`src/rtl/seq_alu_pkg.sv`:
```
// seq_alu_pkg: shared opcode constants and FSM state type for seq_alu.
package seq_alu_pkg;
  localparam logic [1:0] OP_ADD  = 2'b00;
  localparam logic [1:0] OP_SUB  = 2'b01;
  localparam logic [1:0] OP_MUL  = 2'b10;
  localparam logic [1:0] OP_PADD = 2'b11;

  typedef enum logic [1:0] {IDLE, MUL, DONE} state_t;
endpackage

```
`src/rtl/seq_alu_mul_seq.sv`:
```
// mul_seq: W-iteration shift-add unsigned multiplier.
// Ports: clk, rst (async high), start (load operands when not busy),
//        a/b operands, busy (iterating), done (final iteration happens at
//        this edge), product (2W-bit result, valid while done is high).
module mul_seq #(
  parameter int W = 16
) (
  input  logic           clk,
  input  logic           rst,
  input  logic           start,
  input  logic [W-1:0]   a,
  input  logic [W-1:0]   b,
  output logic           busy,
  output logic           done,
  output logic [2*W-1:0] product
);
  localparam int CW = (W > 1) ? $clog2(W) : 1;

  logic [2*W-1:0] mcand, acc, acc_nxt;
  logic [W-1:0]   mplier;
  logic [CW-1:0]  cnt;

  assign acc_nxt = acc + (mplier[0] ? mcand : '0);
  // The product is exposed combinationally so the parent can latch it on the
  // same edge that performs the last iteration.
  assign done    = busy && (cnt == '0);
  assign product = acc_nxt;

  always_ff @(posedge clk or posedge rst) begin
    if (rst) begin
      mcand  <= '0;
      mplier <= '0;
      acc    <= '0;
      cnt    <= '0;
      busy   <= 1'b0;
    end else if (start && !busy) begin
      mcand  <= {{W{1'b0}}, a};
      mplier <= b;
      acc    <= '0;
      cnt    <= CW'(W - 1);
      busy   <= 1'b1;
    end else if (busy) begin
      acc    <= acc_nxt;
      mcand  <= mcand << 1;
      mplier <= mplier >> 1;
      if (cnt == '0) busy <= 1'b0;
      else           cnt  <= cnt - 1'b1;
    end
  end
endmodule

```
`src/rtl/seq_alu.sv`:
```
// seq_alu: small sequential ALU. ADD/SUB/PADD finish in one cycle, MUL runs
// a W-iteration shift-add multiplier.
// Ports: clk, rst (async high), start/ready handshake, a/b operands,
//        control_sig opcode, res (low W bits), res_hi (MUL high bits),
//        overflow flag, done (one-cycle pulse when results are valid).
module seq_alu
  import seq_alu_pkg::*;
#(
  parameter int PART_LEN = 8,
  parameter int PARTS    = 2
) (
  input  logic                      clk,
  input  logic                      rst,
  input  logic                      start,
  output logic                      ready,
  input  logic [PARTS*PART_LEN-1:0] a,
  input  logic [PARTS*PART_LEN-1:0] b,
  input  logic [1:0]                control_sig,
  output logic [PARTS*PART_LEN-1:0] res,
  output logic [PARTS*PART_LEN-1:0] res_hi,
  output logic                      overflow,
  output logic                      done
);
  localparam int W = PARTS * PART_LEN;

  state_t state, state_nxt;
  logic   accept, mul_start, mul_busy, mul_done;
  logic [2*W-1:0] mul_prod;
  logic [W:0]     add_sum, sub_diff;
  logic [W-1:0]   padd_res;
  logic [PARTS-1:0] padd_cy;

  assign add_sum  = {1'b0, a} + {1'b0, b};
  // Top bit of the extended difference is the unsigned borrow (a < b).
  assign sub_diff = {1'b0, a} - {1'b0, b};

  // Independent lanes: carries are dropped at each lane boundary.
  for (genvar g = 0; g < PARTS; g++) begin : g_lane
    logic [PART_LEN:0] sum;
    assign sum = {1'b0, a[g*PART_LEN +: PART_LEN]} + {1'b0, b[g*PART_LEN +: PART_LEN]};
    assign padd_res[g*PART_LEN +: PART_LEN] = sum[PART_LEN-1:0];
    assign padd_cy[g] = sum[PART_LEN];
  end

  assign accept    = start && ready;
  assign mul_start = accept && (control_sig == OP_MUL);

  mul_seq #(.W(W)) u_mul (
    .clk     (clk),
    .rst     (rst),
    .start   (mul_start),
    .a       (a),
    .b       (b),
    .busy    (mul_busy),
    .done    (mul_done),
    .product (mul_prod)
  );

  always_comb begin
    state_nxt = state;
    ready     = 1'b0;
    done      = 1'b0;
    case (state)
      IDLE: begin
        ready = !mul_busy;
        if (start && !mul_busy)
          state_nxt = (control_sig == OP_MUL) ? MUL : DONE;
      end
      MUL:     if (mul_done) state_nxt = DONE;
      DONE: begin
        done      = 1'b1;
        state_nxt = IDLE;
      end
      default: state_nxt = IDLE;
    endcase
  end

  always_ff @(posedge clk or posedge rst) begin
    if (rst) begin
      state    <= IDLE;
      res      <= '0;
      res_hi   <= '0;
      overflow <= 1'b0;
    end else begin
      state <= state_nxt;
      if (accept) begin
        case (control_sig)
          OP_ADD:  begin res <= add_sum[W-1:0];  res_hi <= '0; overflow <= add_sum[W];  end
          OP_SUB:  begin res <= sub_diff[W-1:0]; res_hi <= '0; overflow <= sub_diff[W]; end
          OP_PADD: begin res <= padd_res;        res_hi <= '0; overflow <= |padd_cy;    end
          default: ; // MUL: previous result stays visible while iterating
        endcase
      end
      if (mul_done && state == MUL) begin
        res      <= mul_prod[W-1:0];
        res_hi   <= mul_prod[2*W-1:W];
        overflow <= |mul_prod[2*W-1:W];
      end
    end
  end
endmodule
```
`config.mk`:
```
export PLATFORM = sky130hd
export DESIGN_NAME = seq_alu
export DESIGN_NICKNAME = d
export VERILOG_FILES = /design/src/rtl/seq_alu_pkg.sv /design/src/rtl/seq_alu_mul_seq.sv /design/src/rtl/seq_alu.sv
export SDC_FILE = /design/constraint.sdc
export NUM_CORES = 1
export LEC_CHECK = 0
export ABC_AREA = 1
export BUFFER_PORTS_ARGS = -buffer_cell sky130_fd_sc_hd__buf_2
export CAP_MARGIN = 25
export CORE_MARGIN = 8
export CORE_UTILIZATION = 50
export DETAILED_ROUTE_END_ITERATION = 8
export MAX_ROUTING_LAYER = met4
export PLACE_DENSITY = 0.68
export SYNTH_ARGS = -nofsm -noshare
export SYNTH_HDL_FRONTEND = slang
export SYNTH_HIERARCHICAL = 1
export SYNTH_SLANG_ARGS = --single-unit
```
`constraint.sdc`:
```
create_clock -name clk -period 5.5 [get_ports clk]
set_input_delay 1.1 -clock clk [delete_from_list [all_inputs] [get_ports clk]]
set_output_delay 1.1 -clock clk [all_outputs]
set_load 0.02 [all_outputs]
```
==> impl_metrics.py <==
metrics = {
    "route": {
        "vias_per_cell": 5.18,
        "drtPass1Iterations": 5,
        "drc_errors": 0,
        "num_vias": 9927,
        "routed_wirelength_mm": 31.9,
        "wire_per_inst_um": 16.7,
        "drt_iter0_markers": 720,
        "ant_nets": 0,
    },
    "cts": {
        "cts.path.max_buffers": 2,
        "clk-insertion-delay-late_ps": 430,
        "path_clk_slew_ps": 70,
        "htree_levels": 4,
        "cts_hold_buf": 0,
        "clock_sinks": 120,
        "postCtsResizedCells": 0,
        "post-cts-setup-buffer-count": 0,
        "cts_root_buf": "clkbuf_16",
        "cts_buffers": 17,
        "cts_tree": "done",
    },
    "floorplan": {
        "pin_count": 72,
        "fp.dieH_um": 157,
        "dieArea_um2": 24800,
        "fp-row-count": 51,
        "die_w_um": 157,
        "core_um2": 19500,
        "start_util": 0.513,
    },
    "placed_design": {
        "dpl.hpwl_mm": 24.8,
        "dp.cells": 1883,
        "post-place-ws_ps": 2190,
        "routabilityCongestion": 0.996,
        "port_buffers": 71,
    },
    "yosys": {
        "ys_ff_latch": 120,
        "synth-adder-area-share": 0.0905,
        "synth.largest_area_cell": "dfrtp_1",
        "synth_async_sr_flop_share": 1.00,
        "synth_cell_types": 46,
        "syn_area_per_cell_um2": 6.33,
        "syn_inst": 1581,
        "synth_edf_count": 0,
        "synth_top_family_by_area": "simple AND/OR/NAND/NOR gates",
        "yosysSeqAreaShare": 0.300,
        "synth_top_area_share": 0.300,
        "synth-compound-area-share": 0.0908,
        "synthSimpleGateAreaFrac": 0.360,
        "synth_ff_type": "dfrtp_1",
        "synth_xor_area_frac": 0.0173,
        "syn-num-nets": 1688,
        "muxShareOfSynthArea": 0,
        "syn_area_um2": 10000,
        "synth_area_leaders": "dfrtp_1 (30%), nand2_1 (22%), inv_1 (11%)",
        "yosysWarnings": 6,
    },
    "sta": {
        "drv_slew": 0,
        "setup_slack_ps": 2120,
        "fin_crit_sh": 0.615,
        "setup_violations": 0,
        "setup_tns_ps": 0,
        "fmax_ghz": 0.295,
        "rsz0062_at_grt": "false",
        "slew_headroom": 0.449,
        "final_hold_viol_count": 0,
        "tightest_slew_ps": 825,
        "fin_crit_ps": 3380,
        "skew_ps": 14.4,
    },
    "global_route": {
        "grt_pass1_vias": 9479,
        "antenna_found_initial": 0,
        "grt_usage": 0.275,
        "grt_pass1_wl_mm": 51.0,
        "gr-total-overflow": 0,
        "grt_max_degree": 45,
    },
    "critical_path": {
        "critPathSlowestCell": "dfrtp_1",
        "crit_path_cell_trace": "buf_16, nand2_1, inv_1, ha_1, fa_1, nand3_1, nand3_1, nand3_1, nand3_1, nand2_1, nand3_1, and2_1, nor2_1, nand3_1, o41ai_1, nand2_1",
        "crit_buf_inv": 2,
        "required_ps": 5810,
        "critical_path.max_stage_delay_ps": 620,
        "critPathMaxFanout": 20,
        "r2r_setup_slack_ps": 2120,
        "endpoint_kind": "flip-flop",
        "arrival_ps": 3690,
        "crit_family": "simple AND/OR/NAND/NOR gates",
        "worstSetupPathType": "reg -> reg",
        "crit_path_start_kind": "flip-flop",
        "cp_common_cell": "nand3_1",
    },
    "power_and_ir_drop": {
        "ir_drop_mv": 0.195,
        "p_leak_uw": 0.00645,
        "p_per_area_nw_per_um2": 211,
        "finalPower_uw": 2360,
    },
    "final_layout": {
        "num_antenna_cells": 0,
        "final_layout_size_suffix_gt1_frac": 0.101,
        "area_growth_syn_to_layout_pct": 11.7,
        "nets": 1744,
        "final_cells": 1915,
    },
    "min_path": {
        "min_path_type": "reg -> reg",
    },
    "status": {
        "outcome": "completed",
    },
    "run": {
        "max_cap_viol_count": 0,
    },
}
## sequential cells by signal, indices dropped and copies added, names as in the netlist
signal        flops
u_mul/mplier     16
state             2
res_hi           16
u_mul/cnt         4
u_mul/busy        1
u_mul/mcand      32
u_mul/acc        32
overflow          1
res              16
## synthesized netlist by cell type (12+ instances only)
master and count:
nand2_1 596, inv_1 295, dfrtp_1 120, nand3_1 103
nor2_1 94, ha_1 66, a21oi_1 42, o21ai_0 33
and2_1 19, o211ai_1 19, clkbuf_1 18, inv_2 17
o22ai_1 16, buf_2 15, nand4_1 13, o21ai_1 12
## where the power goes
group | total, uW | internal (uW) | switching (uW)
Clock | 1190 | 702 | 484
Combinational | 291 | 89.2 | 202
Sequential | 883 | 883 | 0
## cells by family (layout without fill, tap and decap cells)
family / after synthesis / after routing
AND/OR/NAND/NOR: 865 / 865
buffers and inverters: 358 / 427
AO/OA/AOI/OAI: 150 / 150
flip-flops: 120 / 120
adder cells (fa/ha/maj): 70 / 70
XOR/XNOR: 18 / 18
## layout by cell type (no fill, tap or decap), drive strengths merged, types with 2 or more instances in the layout
cell / count
a21oi: 44
a22o: 5
a22oi: 3
and2: 19
buf: 82
bufinv: 2
clkbuf: 18
clkinv: 3
dfrtp: 120
fa: 4
ha: 66
inv: 321
nand2: 607
nand3: 104
nand3b: 6
nand4: 13
nor2: 105
nor3: 9
o211ai: 19
o21ai: 47
o21bai: 3
o221ai: 7
o22ai: 16
xnor2: 6
xor2: 12
## through the flow
step / utilization / hold WS, ps / area (um2)
2_1_floorplan: - / 450 / 10000
6_report: 0.573 / 475 / 11200
3_5_place_dp: 0.541 / 464 / 10600
3_3_place_gp: 0.540 / 461 / 10500
5_1_grt: 0.573 / 498 / 11200
4_1_cts: 0.573 / 481 / 11200
## metal layers
metal  share of wire  vias up  GRT usage  wire, um
met3           0.057       49     0.0411      1830
met4           0.028        0     0.0961       897
li1                -     4964          -         -
met5               0        -          -         0
met1            0.44     4589      0.345     14100
met2            0.47      325      0.446     15100
## cell type report
| class | count | area (um2) |
|---|---|---|
| multi-input cells | 1103 | 5590 |
| inverters | 313 | 1180 |
| repair buffers | 82 | 458 |
| flip-flops and latches | 120 | 3000 |
| clock inverters | 14 | 179 |
| well taps | 265 | 332 |
| clock buffers | 18 | 439 |
| fillers | 1997 | 8350 |
## worst paths after layout
check	from	to	cells after the start
min	res_hi[6]	res_hi[6]	2
max	u_mul/mplier[0]	overflow	16
min reg2reg	res_hi[6]	res_hi[6]	2
max reg2reg	u_mul/mplier[0]	overflow	16
min in group asynchronous	rst	u_mul/mplier[14]	2
max in group asynchronous	rst	u_mul/mplier[5]	3
## worst min-delay path: stages (launching register included)
cell and delay (ps):
dfrtp_1 340, nand2_1 50, o21ai_0 50
No activity file was read; power rests on OpenSTA's default activity.
